[config.mk]
export PLATFORM = sky130hd
export DESIGN_NAME = wt_inval_issuer
export DESIGN_NICKNAME = d
export VERILOG_FILES = /design/src/rtl/wt_cache_pkg.sv /design/src/rtl/wt_inval_fifo.sv /design/src/rtl/wt_inval_issuer.sv
export SDC_FILE = /design/constraint.sdc
export NUM_CORES = 1
export LEC_CHECK = 0
export ABC_CLOCK_PERIOD_IN_PS = 4300
export BUFFER_PORTS_ARGS = -buffer_cell sky130_fd_sc_hd__buf_4
export CAP_MARGIN = 20
export CORE_ASPECT_RATIO = 0.7
export CORE_MARGIN = 2
export CORE_UTILIZATION = 56
export CTS_CLUSTER_DIAMETER = 100
export DETAILED_ROUTE_END_ITERATION = 7
export PLACE_DENSITY = 0.77
export SLEW_MARGIN = 20
export SYNTH_ARGS = -nofsm -noshare
export SYNTH_HDL_FRONTEND = slang
export SYNTH_HIERARCHICAL = 1
export SYNTH_SLANG_ARGS = --single-unit
[constraint.sdc]
create_clock -name clk_i -period 4.3 [get_ports clk_i]
set_input_delay 0.86 -clock clk_i [delete_from_list [all_inputs] [get_ports clk_i]]
set_output_delay 0.86 -clock clk_i [all_outputs]
set_load 0.02 [all_outputs]
[src/rtl/wt_cache_pkg.sv]
// ---------------------------------------------------------------------------
// wt_cache_pkg
// Shared definitions for the write-through cache subsystem's invalidation
// path.
//   - inval_line_addr_t : full-width invalidation / snoop address type
//   - WT_INVAL_DEPTH    : default invalidation FIFO depth
//   - wt_line_align()   : clears the byte-offset bits of an address so that
//                         it names a whole cache line
// ---------------------------------------------------------------------------
package wt_cache_pkg;

    localparam int unsigned WT_INVAL_ADDR_W = 64;
    localparam int unsigned WT_INVAL_DEPTH  = 8;

    typedef logic [WT_INVAL_ADDR_W-1:0] inval_line_addr_t;

    // Forces the low offset_w bits to zero. The mask is built by shifting an
    // all-ones value, so offset_w = 0 leaves the address untouched.
    function automatic inval_line_addr_t wt_line_align(
        input inval_line_addr_t addr,
        input int unsigned      offset_w
    );
        inval_line_addr_t mask;
        mask = '1;
        mask = mask << offset_w;
        return addr & mask;
    endfunction

endpackage

[src/rtl/wt_inval_fifo.sv]
// ---------------------------------------------------------------------------
// wt_inval_fifo
// Depth-entry FIFO of line addresses with a parallel compare of every
// occupied entry against cmp_addr_i.
//
// Ports:
//   clk_i, rst_ni   clock, asynchronous active-low reset
//   push_i          write push_addr_i at the tail (ignored when full)
//   push_addr_i     line address to enqueue
//   pop_i           drop the head entry (ignored when empty)
//   cmp_addr_i      line address compared against all occupied entries
//   head_pop_i      the head is leaving this cycle; exclude it from matching
//   match_o         some occupied, non-excluded entry equals cmp_addr_i
//   head_addr_o     address of the head entry
//   full_o          Depth entries occupied
//   empty_o         no entries occupied
// ---------------------------------------------------------------------------
module wt_inval_fifo
    import wt_cache_pkg::*;
#(
    parameter int unsigned AddrWidth = WT_INVAL_ADDR_W,
    parameter int unsigned Depth     = WT_INVAL_DEPTH
) (
    input  logic                 clk_i,
    input  logic                 rst_ni,
    input  logic                 push_i,
    input  logic [AddrWidth-1:0] push_addr_i,
    input  logic                 pop_i,
    input  logic [AddrWidth-1:0] cmp_addr_i,
    input  logic                 head_pop_i,
    output logic                 match_o,
    output logic [AddrWidth-1:0] head_addr_o,
    output logic                 full_o,
    output logic                 empty_o
);

    localparam int unsigned PtrW = $clog2(Depth);

    // Pointers carry one extra wrap bit so full and empty are distinguishable
    // without a separate occupancy counter.
    logic [PtrW:0]          wr_ptr;
    logic [PtrW:0]          rd_ptr;
    logic [PtrW:0]          count;
    logic [AddrWidth-1:0]   mem [Depth];
    logic [Depth-1:0]       match_vec;
    logic                   do_push;
    logic                   do_pop;

    assign count   = wr_ptr - rd_ptr;
    assign full_o  = (count == (PtrW+1)'(Depth));
    assign empty_o = (wr_ptr == rd_ptr);
    assign do_push = push_i && !full_o;
    assign do_pop  = pop_i && !empty_o;

    assign head_addr_o = mem[rd_ptr[PtrW-1:0]];

    // A slot is occupied when its distance from the read pointer (modulo
    // Depth) is below the occupancy. Distance zero is the head, which is
    // masked while it is handshaking so a racing snoop gets its own entry.
    for (genvar g = 0; g < Depth; g++) begin : g_slot
        logic [PtrW-1:0] rel;
        assign rel = PtrW'(g) - rd_ptr[PtrW-1:0];
        assign match_vec[g] = ({1'b0, rel} < count)
                           && !(head_pop_i && (rel == '0))
                           && (mem[g] == cmp_addr_i);
    end

    assign match_o = |match_vec;

    // Pointer update: push and pop are independent, so a simultaneous push
    // and pop leaves the occupancy unchanged.
    always_ff @(posedge clk_i or negedge rst_ni) begin
        if (!rst_ni) begin
            wr_ptr <= '0;
            rd_ptr <= '0;
        end else begin
            if (do_push) begin
                wr_ptr <= wr_ptr + 1'b1;
            end
            if (do_pop) begin
                rd_ptr <= rd_ptr + 1'b1;
            end
        end
    end

    // Entry storage; cleared on reset so the head reads zero afterwards.
    always_ff @(posedge clk_i or negedge rst_ni) begin
        if (!rst_ni) begin
            for (int i = 0; i < Depth; i++) begin
                mem[i] <= '0;
            end
        end else if (do_push) begin
            mem[wr_ptr[PtrW-1:0]] <= push_addr_i;
        end
    end

endmodule

[src/rtl/wt_inval_issuer.sv]
// ---------------------------------------------------------------------------
// wt_inval_issuer
// Memory-side initiator of the invalidation interface. Store addresses seen
// by the coherent bus monitor are line-aligned, merged against queued
// entries, buffered and issued one at a time on inval_valid_o/inval_ready_i.
//
// Ports:
//   clk_i, rst_ni    clock, asynchronous active-low reset
//   enable_i         1: issue invalidations, 0: accept and discard snoops
//   snoop_valid_i    monitored write address valid
//   snoop_addr_i     monitored write byte address
//   snoop_ready_o    snoop accepted when valid & ready (= !full)
//   inval_valid_o    invalidation request valid (FIFO non-empty)
//   inval_addr_o     line-aligned invalidation address (head entry)
//   inval_ready_i    cache subsystem accepts invalidation
//   empty_o          FIFO empty, no request pending
//   issued_cnt_o     saturating count of handshaken invalidations
//   merged_cnt_o     saturating count of snoops merged into queued entries
//
// Build option: define WT_INVAL_STATS_EN to build the two statistics
// counters; otherwise both counter ports are tied to zero.
// ---------------------------------------------------------------------------
module wt_inval_issuer
    import wt_cache_pkg::*;
#(
    parameter int unsigned AddrWidth       = WT_INVAL_ADDR_W,
    parameter int unsigned LineOffsetWidth = 4,
    parameter int unsigned Depth           = WT_INVAL_DEPTH
) (
    input  logic                 clk_i,
    input  logic                 rst_ni,
    input  logic                 enable_i,
    input  logic                 snoop_valid_i,
    input  logic [AddrWidth-1:0] snoop_addr_i,
    output logic                 snoop_ready_o,
    output logic                 inval_valid_o,
    output logic [AddrWidth-1:0] inval_addr_o,
    input  logic                 inval_ready_i,
    output logic                 empty_o,
    output logic [31:0]          issued_cnt_o,
    output logic [31:0]          merged_cnt_o
);

    logic [AddrWidth-1:0] line_addr;
    logic [AddrWidth-1:0] head_addr;
    logic                 fifo_full;
    logic                 fifo_empty;
    logic                 fifo_match;
    logic                 accept;
    logic                 pop;
    logic                 push;
    logic                 merge;

    assign line_addr = AddrWidth'(wt_line_align(inval_line_addr_t'(snoop_addr_i),
                                                LineOffsetWidth));

    // Ready depends on registered occupancy only: a pop in the same cycle
    // never frees a slot early, keeping inval_ready_i off the snoop path.
    assign snoop_ready_o = !fifo_full;
    assign accept        = snoop_valid_i && snoop_ready_o;

    assign inval_valid_o = !fifo_empty;
    assign inval_addr_o  = fifo_empty ? '0 : head_addr;
    assign empty_o       = fifo_empty;
    assign pop           = inval_valid_o && inval_ready_i;

    // With enable_i low the snoop is consumed but neither merged nor queued.
    assign merge = accept && enable_i && fifo_match;
    assign push  = accept && enable_i && !fifo_match;

    wt_inval_fifo #(
        .AddrWidth (AddrWidth),
        .Depth     (Depth)
    ) u_fifo (
        .clk_i       (clk_i),
        .rst_ni      (rst_ni),
        .push_i      (push),
        .push_addr_i (line_addr),
        .pop_i       (pop),
        .cmp_addr_i  (line_addr),
        .head_pop_i  (pop),
        .match_o     (fifo_match),
        .head_addr_o (head_addr),
        .full_o      (fifo_full),
        .empty_o     (fifo_empty)
    );

`ifdef WT_INVAL_STATS_EN
    logic [31:0] issued_cnt_q;
    logic [31:0] merged_cnt_q;

    // Statistics counters stop at all-ones instead of wrapping.
    always_ff @(posedge clk_i or negedge rst_ni) begin
        if (!rst_ni) begin
            issued_cnt_q <= '0;
            merged_cnt_q <= '0;
        end else begin
            if (pop && (issued_cnt_q != '1)) begin
                issued_cnt_q <= issued_cnt_q + 32'd1;
            end
            if (merge && (merged_cnt_q != '1)) begin
                merged_cnt_q <= merged_cnt_q + 32'd1;
            end
        end
    end

    assign issued_cnt_o = issued_cnt_q;
    assign merged_cnt_o = merged_cnt_q;
`else
    assign issued_cnt_o = '0;
    assign merged_cnt_o = '0;
`endif

endmodule

After elaboration in Yosys (flattened, before gate mapping)

Index checks and enable logic that the tools add are counted.

Muxes and demuxes: 7
Bitwise logic cells: 2
Eq/ne operators: 10
Reduce and logical (&&, ||, !) cells: 51
$lt $le $gt $ge: 11
Add/sub/neg operators: 11

Operators by type and width:

| cell                                                        | count |
|---|---|
| bitwise mux 512 bit                                         | 1 |
| == test 64 bit                                              | 8 |
| 2-to-1 mux 64 bit                                           | 4 |
| binary-select mux 64 bit (select 3 bit)                     | 1 |
| demux 64 bit (select 3 bit)                                 | 1 |
| less-than comparator 3 x 4 -> 1 bit                         | 8 |
| logical AND 1 bit                                           | 31 |
| zero test 3 bit                                             | 8 |
| subtractor 3 bit (first input constant)                     | 4 |
| zero test 1 bit                                             | 11 |
| adder 4 x 1 -> 4 bit (second input constant)                | 2 |
| greater-or-equal comparator 4 bit (second input constant)   | 2 |
| inverter 3 -> 4 bit                                         | 2 |
| OR reduction 8 bit                                          | 1 |
| subtractor 1 x 3 -> 3 bit (first input constant)            | 2 |
| subtractor 2 x 3 -> 3 bit (first input constant)            | 2 |
| == test 4 bit                                               | 1 |
| == test 4 bit (second input constant)                       | 1 |
| less-than comparator 4 x 1 -> 1 bit (second input constant) | 1 |
| subtractor 4 bit                                            | 1 |

Bits in registers: 520
Bits of input ports: 69

Longest topological paths before layout

Gate-level depths: netlist of the first run.

Depth in word-level cells: 11
Mapped depth: 20
Mapped depth without buffers: 15

Modules after synthesis

Netlist of the first run, hierarchy kept.

Modules (own cells, without submodules):

| module          | area each (um2) | times used | cells each | sequential area each (um2) |
|---|---|---|---|---|
| wt_inval_fifo   | 30292.8         | 1          | 2332       | 13012.5 |
| wt_inval_issuer | 970.9           | 1          | 140        | 0.0 |

Worst setup path before layout of the first run

No wires, ideal clock.

Path kind: register -> register
Start point: register u_fifo.rd_ptr[2]
End point: register u_fifo/mem[384] (netlist name)
Data arrival time: 4.662 ns
Path buffers: 5
Required time: 4.175 ns
Slack: -0.487 ns
Stages on the path, launching flop included: 21
Period minus slack after synthesis: 4.787 ns
Library setup time: 0.125 ns
Cells stage by stage: dfrtp_1 > clkbuf_1 > inv_1 > clkbuf_1 > ha_1 > and4_2 > buf_4 > nor2b_1 > nand2_1 > o211ai_1 > nor4_1 > nand3_1 > a311oi_1 > nor4_1 > nand4_1 > nor4bb_1 > o31ai_4 > or4_1 > buf_6 > buf_12 > mux2_4

Longest elaborated chain between the ends: 11
Elaborated cells on any way between the ends: 68
Those cells by class: add/sub: 9; order compare: 8; eq/ne: 2; reduce/logical: 49

RTL lines:

| element                       | line                  | RTL |
|---|---|---|
| start, declared               | wt_inval_fifo.sv:42   | `logic [PtrW:0] rd_ptr;` |
| start signal, assigned        | wt_inval_fifo.sv:81   | `rd_ptr <= rd_ptr + 1'b1;` |
| == test 4 bit *               | wt_inval_fifo.sv:51   | `assign empty_o = (wr_ptr == rd_ptr);` |
| via empty_o                   | wt_inval_issuer.sv:39 | `output logic empty_o,` |
| zero test 1 bit *             | wt_inval_issuer.sv:62 | `assign inval_valid_o = !fifo_empty;` |
| logical AND 1 bit *           | wt_inval_issuer.sv:65 | `assign pop = inval_valid_o && inval_ready_i;` |
| via pop                       | wt_inval_issuer.sv:50 | `logic pop;` |
| logical AND 1 bit             | wt_inval_fifo.sv:64   | `&& !(head_pop_i && (rel == '0))` |
| zero test 1 bit               | wt_inval_fifo.sv:64   |  |
| logical AND 1 bit             | wt_inval_fifo.sv:64   |  |
| logical AND 1 bit             | wt_inval_fifo.sv:65   | `&& (mem[g] == cmp_addr_i);` |
| OR reduction 8 bit *          | wt_inval_fifo.sv:68   | `assign match_o = \|match_vec;` |
| via fifo_match                | wt_inval_issuer.sv:48 | `logic fifo_match;` |
| zero test 1 bit *             | wt_inval_issuer.sv:69 | `assign push = accept && enable_i && !fifo_match;` |
| logical AND 1 bit *           | wt_inval_issuer.sv:69 |  |
| via push                      | wt_inval_issuer.sv:51 | `logic push;` |
| logical AND 1 bit *           | wt_inval_fifo.sv:52   | `assign do_push = push_i && !full_o;` |
| end signal, assigned by index | wt_inval_fifo.sv:93   | `mem[wr_ptr[PtrW-1:0]] <= push_addr_i;` |
| end, declared                 | wt_inval_fifo.sv:44   | `logic [AddrWidth-1:0] mem [Depth];` |

The timed path passes the listed nets; every way through them passes the cells marked *.
A chain may end at the register's enable or synchronous reset.

Final worst setup path of the first run

Start point: register u_fifo.rd_ptr[0]
End point: register u_fifo/mem[407] (netlist name)

Longest elaborated chain between the ends: 11
Elaborated cells on any way between the ends: 68
Those cells by class: add/sub: 9; order compare: 8; eq/ne: 2; reduce/logical: 49

RTL lines:

| element                                                                  | line |
|---|---|
| parallel branches: the longest is 7 deep, another holds subtractor 4 bit | n/a |
| OR reduction 8 bit *                                                     | wt_inval_fifo.sv:68 |
| via fifo_match                                                           | wt_inval_issuer.sv:48 |
| zero test 1 bit *                                                        | wt_inval_issuer.sv:69 |
| logical AND 1 bit *                                                      | wt_inval_issuer.sv:69 |
| via push                                                                 | wt_inval_issuer.sv:51 |
| logical AND 1 bit *                                                      | wt_inval_fifo.sv:52 |

Mark *: on every way through the listed nets, which the timed path passes.

==> results of run 1 <==
## worst reg2reg max path: cells and delay by family, from the launching register on
family | cells | cell delay, ns
AOI/OAI and AO/OA | 4 | 0.64
and+or+nand+nor | 5 | 1.41
DFF | 1 | 0.51
buffers and inverters | 6 | 0.90
adders and majority gates | 2 | 0.57
muxes | 1 | 0.35
## worst paths after layout
| check | start | endpoint | slack (ns) |
|---|---|---|---|
| worst max-delay path | u_fifo/rd_ptr[0] | u_fifo/mem[407] | -0.19 |
| worst min-delay path | rst_ni | u_fifo/rd_ptr[3] | 0.26 |
| worst max register to register | u_fifo/rd_ptr[0] | u_fifo/mem[407] | -0.19 |
| worst min register to register | u_fifo/mem[200] | u_fifo/mem[200] | 0.54 |
| max in group asynchronous | rst_ni | u_fifo/mem[115] | 2.81 |
| min in group clk_i | snoop_addr_i[22] | u_fifo/mem[150] | 0.53 |
## cell families (layout without fill, tap and decap cells)
logic type	Yosys count	in the layout	synth area share, %
xor gates and xnor gates	488	488	13.7
muxes	640	640	29.1
AOI/OAI and AO/OA	57	57	1.44
adders and majority gates	24	24	0.920
DFF	520	520	41.6
buffers and inverters	272	702	5.39
other	1	103	0.0120
and+or+nand+nor	470	470	7.81
## layer usage
metal	global-route usage [%]	vias to the layer above	share of wire (%)
li1	-	9544	-
met4	17.6	8	6.0
met3	13.6	358	14
met5	0	-	0.073
met2	62.4	1757	41
met1	64.9	12766	40
## area by class of cell
type	count	area (um^2)
Antenna cell	3	7.51
Multi-Input combinational cell	1779	18100
Clock buffer	83	1630
Fill cell	3698	15300
Timing Repair Buffer	569	5860
Tap cell	740	926
Clock inverter	11	166
Inverter	39	148
Sequential cell	520	13000
## repair_timing
action                                  CTS  global route
gates resized for setup                  43           326
setup buffers                            17            18
cloned                                    5            34
endpoints found under the setup margin  426           510
pin swaps                                 8            12
## cells in the mapped netlist (all sizes together), types with 2 or more instances
library cell / number / area (um^2)
nor4: 58 / 393
ha: 15 / 188
mux2: 512 / 6220
nand4: 85 / 547
and4: 2 / 21.3
a222oi: 2 / 20.0
inv: 37 / 139
a21oi: 2 / 13.8
clkbuf: 90 / 338
mux4: 128 / 2880
o211ai: 2 / 15.0
buf: 143 / 1200
dfrtp: 520 / 13000
a221oi: 3 / 26.3
nor2b: 68 / 425
o2111ai: 6 / 52.6
maj3: 8 / 80.1
o221ai: 2 / 17.5
nand2b: 9 / 56.3
o22ai: 9 / 56.3
nor3: 12 / 71.3
o21ai: 7 / 35.0
nor2: 2 / 7.51
a211oi: 4 / 30.0
nand2: 213 / 800
or4: 2 / 15.0
xnor2: 335 / 2930
o2bb2ai: 4 / 35.0
a22o: 3 / 26.3
xor2: 153 / 1350
clkinv: 2 / 7.51
a2111oi: 4 / 35.0
nand3: 16 / 80.1
a311oi: 2 / 17.5
## power groups by stage
stage                     Combinational (mW)  Clock [mW]  Sequential (mW)
after floorplan                         10.8           0             9.00
after CTS                               18.6        4.93             9.80
after global routing                    20.9        5.12             10.2
after global placement                  17.9           0             9.62
after detailed placement                18.1           0             9.85
final                                   20.5        4.93             10.0
## state kept, by name, summed over array words and instances, names as in the netlist
register,flops
u_fifo/mem,512
u_fifo/rd_ptr,4
u_fifo/wr_ptr,4
## metrics by stage
step | TNS [ns] | area [um^2] | setup WS (ns) | util (%)
global route | -96.99 | 39900 | -0.347 | 72.2
CTS | -8.45 | 37700 | -0.0814 | 68.3
global placement | -161.15 | 35400 | -0.465 | 64.2
finish | -25.26 | 39900 | -0.193 | 72.2
floorplan | 0 | 31700 | 0.0191 | -
detailed placement | -168.80 | 35400 | -0.533 | 64.2
==> out/metrics.csv, run 1 <==
stage,metric,value,unit
clock_tree,cts_max_level,2,
worst_setup_path,cp.arrival,5.00,ns
floorplan,core,55200,um^2
clock_tree,holdBufCountCts,0,
sta,rsz0062_at_grt,true,
sta,slew_headroom,21.6,%
global_routing,gr-total-overflow,0,
sta,min_period_over_period,104,%
worst_setup_path,slowest_stage,dfrtp_4,
layout,syn_to_final_growth,27.6,%
worst_setup_path,critPathBufInv,6,
power_and_ir_drop,vdd_drop_max,637,uV
route,drt_iter0_markers,3524,
worst_setup_path,reg2regPathDepth,18,
route,drcViolationCount,0,
route,num_vias,24433,
place,dp_cells,3582,
route,routedWlPerCell,37.1,um
worst_setup_path,critical_path.max_fanout,16,
hold_path,hp-class,in -> async,
worst_setup_path,end_kind,flip-flop,
power_and_ir_drop,switching_share,43.2,%
clock_tree,clk_path_buf_depth,3,
floorplan,ios,200,
yosys,syn_area,31300,um^2
worst_setup_path,cp_cell_sequence,buf_4 > buf_6 > ha_2 > ha_1 > inv_1 > o2111ai_1 > nor4_2 > nand4_1 > a211oi_2 > a31oi_1 > nand4_1 > nor4bb_4 > o31ai_4 > buf_4 > or4_4 > buf_12 > buf_12 > mux2_4,
global_routing,grt_usage,44.7,%
power_and_ir_drop,power.total,35.5,mW
sta,hold_viol_final,0,
route,drtAntennaViolNets,0,
power_and_ir_drop,p_sw,15.4,mW
floorplan,rows,72,
floorplan,dieArea,57800,um^2
clock_tree,cts.root.buffer_cell,clkbuf_16,
power_and_ir_drop,p_int,20.2,mW
layout,final_cell_mix,"517 x dfrtp_1, 450 x buf_4, 398 x mux2_4, 334 x xnor2_1, 212 x nand2_1",
yosys,synth_edf_count,0,
yosys,yosys_warnings,6,
sta,fin_hold_ws,0.263,ns
yosys,post_synth_num_cell_types,58,
sta,worst_slack,-0.193,ns
worst_setup_path,slowest_delay,0.51,ns
run_status,failed_checks,setup timing,
worst_setup_path,required,4.81,ns
floorplan,dieWidth,286,um
worst_setup_path,cp_top_family,simple AND/OR/NAND/NOR gates,
job,cap_violations,0,
clock_tree,cts_buffers,53,
worst_setup_path,start_kind,flip-flop,
layout,fin_nets,3047,
sta,slew_viol_final,0,
power_and_ir_drop,p_leak,18.1,nW
place,numPortBuffers,131,
power_and_ir_drop,power_density,890,nW/um^2
sta,setup_viol,338,
global_routing,grt_pass1_wl,179,mm
layout,fin_cells,3744,
power_and_ir_drop,combPwrFrac,57.8,%
clock_tree,clk_pin_slew,0.06,ns
yosys,ys_seq_area_share,41.6,%
yosys,postSynth.asyncResetShare,100,%
route,drt-total-wl,139,mm
clock_tree,cts_tree,built,
global_routing,antenna_found_initial,10,
worst_setup_path,criticalPathCategory,reg -> reg,
clock_tree,numClockSinks,520,
worst_setup_path,cp_num_cells,18,
floorplan,start_util,56.6,%
global_routing,grt_pass1_vias,22903,
place,gp_congestion,1.06,
yosys,synth-main-ff-cell,dfrtp_1,
run_status,status,"complete, but fails checks",
layout,final_common_cell,dfrtp_1,
sta,finalClockSkew,0.0198,ns
sta,tightest_slew,1.17,ns
yosys,netlist_instances,2472,
yosys,avgSynthCellArea,12.6,um^2
yosys,synth-seq-cells,520,
power_and_ir_drop,power_frac_clock,13.9,%
layout,drive_gt1_share,44.0,%
place,dp_hpwl,96.9,mm
power_and_ir_drop,power_frac_seq,28.3,%
clock_tree,insertion_delay,0.63,ns
route,via_per_inst,6.53,
floorplan,die_h,202,um
global_routing,grt_max_degree,119,
sta,period_minus_slack,4.49,ns
route,drt-pass1-iter-count,5,
sta,max_freq,223,MHz
(Power assumes the default switching activity.)
==> run 2, diff against run 1 <==
--- a/config.mk
+++ b/config.mk
@@ -13,9 +13,9 @@
 export CORE_UTILIZATION = 56
 export CTS_CLUSTER_DIAMETER = 100
 export DETAILED_ROUTE_END_ITERATION = 7
-export PLACE_DENSITY = 0.77
+export PLACE_DENSITY = 0.78
+export RECOVER_POWER = 25
 export SLEW_MARGIN = 20
 export SYNTH_ARGS = -nofsm -noshare
 export SYNTH_HDL_FRONTEND = slang
-export SYNTH_HIERARCHICAL = 1
 export SYNTH_SLANG_ARGS = --single-unit
==> run 2 against run 1 <==
The flow finishes with violations (capacitance limit, slew limit). Non-clock buffer count down 337. Sequential cell count down 32. Worst hold slack improved by 0.24 ns. Synthesized cell count fell by 6.6%. Setup slack improved by 0.42 ns. Sequential share of layout area grew 5.5 points. Routed wire length down 28%. Cell count shrank 17%. Critical path depth is 4 lower. Critical endpoint is now u_fifo.mem[202]. Largest power group unchanged. Highest routed layer unchanged.
==> out/metrics.csv, run 2 <==
stage,metric,value,unit,change
floorplan,dieWidth,280,um,-2.4%
layout,fill_cells,4117,,+11%
yosys,post_synth_num_cell_types,39,,-33%
layout,final_cell_mix,"485 x dfrtp_1, 476 x mux2_2, 425 x xor2_1, 200 x buf_4, 128 x nand2_1",,
floorplan,rows,70,,-2.8%
run_status,failed_checks,"capacitance limit, slew limit",,
layout,reg_top3,"u_fifo.mem x480, u_fifo.rd_ptr x4, u_fifo.wr_ptr x4",,
sta,finalClockSkew,0.0305,ns,+0.0107 ns
clock_tree,cts.root.buffer_cell,clkbuf_16,,
global_routing,grt_pass1_vias,19556,,-15%
route,num_vias,20158,,-17%
global_routing,grt_usage,36.0,%,-8.6 points
clock_tree,insertion_delay,0.59,ns,-0.04 ns
clock_tree,clk_pin_slew,0.06,ns,about the same
sta,min_period_over_period,94.7,%,-9.8 points
route,via_per_inst,6.51,,-0.23%
yosys,yosys_warnings,0,,-6
power_and_ir_drop,vdd_drop_max,528,uV,-17%
layout,largest_register_ffs,480,,-6.3%
yosys,synth-seq-cells,488,,-6.2%
route,drcViolationCount,0,,unchanged
sta,tightest_slew,2.46,ns,+1.30 ns
yosys,synth.area.top_cells,"dfrtp_1 41%, mux2_2 18%, xor2_1 12%, mux4_2 9.1%, buf_6 5.9%",,
clock_tree,numClockSinks,488,,-6.2%
clock_tree,cts_resized,0,,-100%
hold_path,hp-class,reg -> reg,,
worst_setup_path,criticalPathCategory,reg -> reg,,
clock_tree,holdBufCountCts,0,,unchanged
place,dp_hpwl,72.0,mm,-26%
layout,final_common_cell,dfrtp_1,,
yosys,synth-main-ff-cell,dfrtp_1,,
clock_tree,clk_path_buf_depth,3,,unchanged
floorplan,die_h,197,um,-2.3%
clock_tree,cts_tree,built,,
worst_setup_path,start_kind,flip-flop,,
layout,finish.utilization,61.2,%,-11 points
worst_setup_path,cp_top_family,adder cells,,
floorplan,core,52400,um^2,-5.2%
yosys,synth_top_area_cell,dfrtp_1,,
worst_setup_path,critical_path.max_fanout,23,,+7
worst_setup_path,cp_cell_sequence,ha_1 > inv_1 > fa_1 > inv_1 > ha_1 > nor2_1 > nor2_1 > maj3_1 > o221ai_2 > nand4_1 > nor3_4 > buf_12 > buf_12 > mux2_2,,
run_status,status,"complete, but fails checks",,
sta,hold_viol_final,0,,unchanged
yosys,ys_seq_area_share,41.0,%,-0.62 points
worst_setup_path,slowest_delay,0.52,ns,about the same
sta,max_freq,246,MHz,+10%
yosys,synth_most_common_cell,dfrtp_1,,
floorplan,dieArea,55100,um^2,-4.7%
yosys,netlist_instances,2310,,-6.6%
global_routing,grt_pass1_wl,142,mm,-21%
global_routing,grt_max_degree,126,,+5.9%
sta,finalSetupTns,0,ns,+25.26 ns
sta,fin_hold_ws,0.498,ns,+0.235 ns
job,cap_violations,1,,+1
floorplan,start_util,56.9,%,+0.25 points
layout,drive_gt1_share,38.2,%,-5.7 points
power_and_ir_drop,power_density,873,nW/um^2,-1.9%
layout,largest-register,u_fifo.mem,,
power_and_ir_drop,p_leak,13.8,nW,-23%
worst_setup_path,required,4.77,ns,-0.04 ns
clock_tree,cts_max_level,2,,unchanged
clock_tree,cts_buffers,50,,-5.7%
yosys,avgSynthCellArea,12.9,um^2,+1.9%
worst_setup_path,end_kind,flip-flop,,
clock_tree,post_cts_buffers,0,,-17
floorplan,ios,200,,unchanged
sta,period_minus_slack,4.07,ns,-0.420 ns
yosys,syn_area,29800,um^2,-4.7%
worst_setup_path,slowest_stage,dfrtp_4,,
global_routing,antenna_found_initial,8,,-2
sta,slew_viol_final,78,,+78
yosys,synth_common_cells,"488 x dfrtp_1, 476 x mux2_2, 425 x xor2_1",,
yosys,synth.top_cell.area_share,41.0,%,-0.62 points
sta,setup_viol,0,,-100%
global_routing,gr-total-overflow,0,,unchanged
worst_setup_path,critPathBufInv,4,,-2
place,numPortBuffers,127,,-3.1%
route,routedWlPerCell,32.1,um,-13%
yosys,postSynth.asyncResetShare,100,%,unchanged
sta,slew_headroom,-64.2,%,-86 points
layout,syn_to_final_growth,7.62,%,
route,drt_iter0_markers,2730,,-23%
sta,rsz0062_at_grt,false,,
worst_setup_path,cp.arrival,4.54,ns,-0.46 ns
layout,fin_nets,2465,,-19%
route,drt-pass1-iter-count,6,,+1
route,drtAntennaViolNets,0,,unchanged
route,drt-total-wl,99.5,mm,-28%
yosys,synth_edf_count,0,,unchanged
place,gp_congestion,1.10,,+4.3%
run 2: cells by family (layout without fill, tap and decap cells):
logic type               Yosys count  count (layout)  synth area share (%)
multiplexers                     601             601                  27.3
flip-flops                       488             488                  41.0
AO/OA/AOI/OAI                     78              78                  1.49
AND/OR/NAND/NOR                  326             326                  5.86
XOR/XNOR                         490             490                  14.4
buffers and inverters            299             330                  8.79
adder cells (fa/ha/maj)           27              27                  1.11
other                              1              72                0.0126
run 2: path summary, 6_finish.rpt:
check / start / end / slack [ns] / cells past startpoint
max: u_fifo.rd_ptr[0] / u_fifo.mem[202] / 0.23 / 14
min: u_fifo.wr_ptr[3] / u_fifo.wr_ptr[3] / 0.50 / 1
max reg2reg: u_fifo.rd_ptr[0] / u_fifo.mem[202] / 0.23 / 14
min reg2reg: u_fifo.wr_ptr[3] / u_fifo.wr_ptr[3] / 0.50 / 1
max in group asynchronous: rst_ni / u_fifo.rd_ptr[2] / 1.22 / 2
min in group asynchronous: rst_ni / u_fifo.mem[426] / 1.00 / 1
run 2: per-stage QoR:
| stage | setup WS (ns) | total power, mW | cell area, um^2 | std cells |
|---|---|---|---|---|
| finish | 0.228 | 28.0 | 32100 | 3096 |
| global route | 0.00183 | 29.0 | 32000 | 3094 |
| CTS | 0.167 | 27.6 | 32000 | 3088 |
| detailed placement | 0.203 | 23.1 | 30400 | 3003 |
| global placement | 0.242 | 22.7 | 30400 | 3003 |
| floorplan | -0.0523 | 17.5 | 30000 | 2377 |
run 2: layer usage:
metal	share of wire, %	vias up	track usage [%]
li1	-	8147	-
met1	40	10590	50.4
met2	43	1214	50.8
met3	14	199	14.8
met4	3.7	8	12.0
met5	0.082	-	0
run 2: layout make-up:
type / count / area (um^2) / share of cell area, %
multi-input cells: 1590 / 15200 / 47.6
flip-flops and latches: 488 / 12200 / 38.1
repair buffers: 232 / 2080 / 6.49
clock buffers: 77 / 1490 / 4.66
well taps: 684 / 856 / 2.67
clock inverters: 8 / 96.3 / 0.301
inverters: 13 / 48.8 / 0.152
diodes: 4 / 10.0 / 0.0312
run 2: power breakdown:
group | leakage, nW | internal (mW) | switching, mW
sequential | 6.03 | 6.81 | 2.23
clock | 0.780 | 2.49 | 1.92
combinational | 7.03 | 6.51 | 8.02
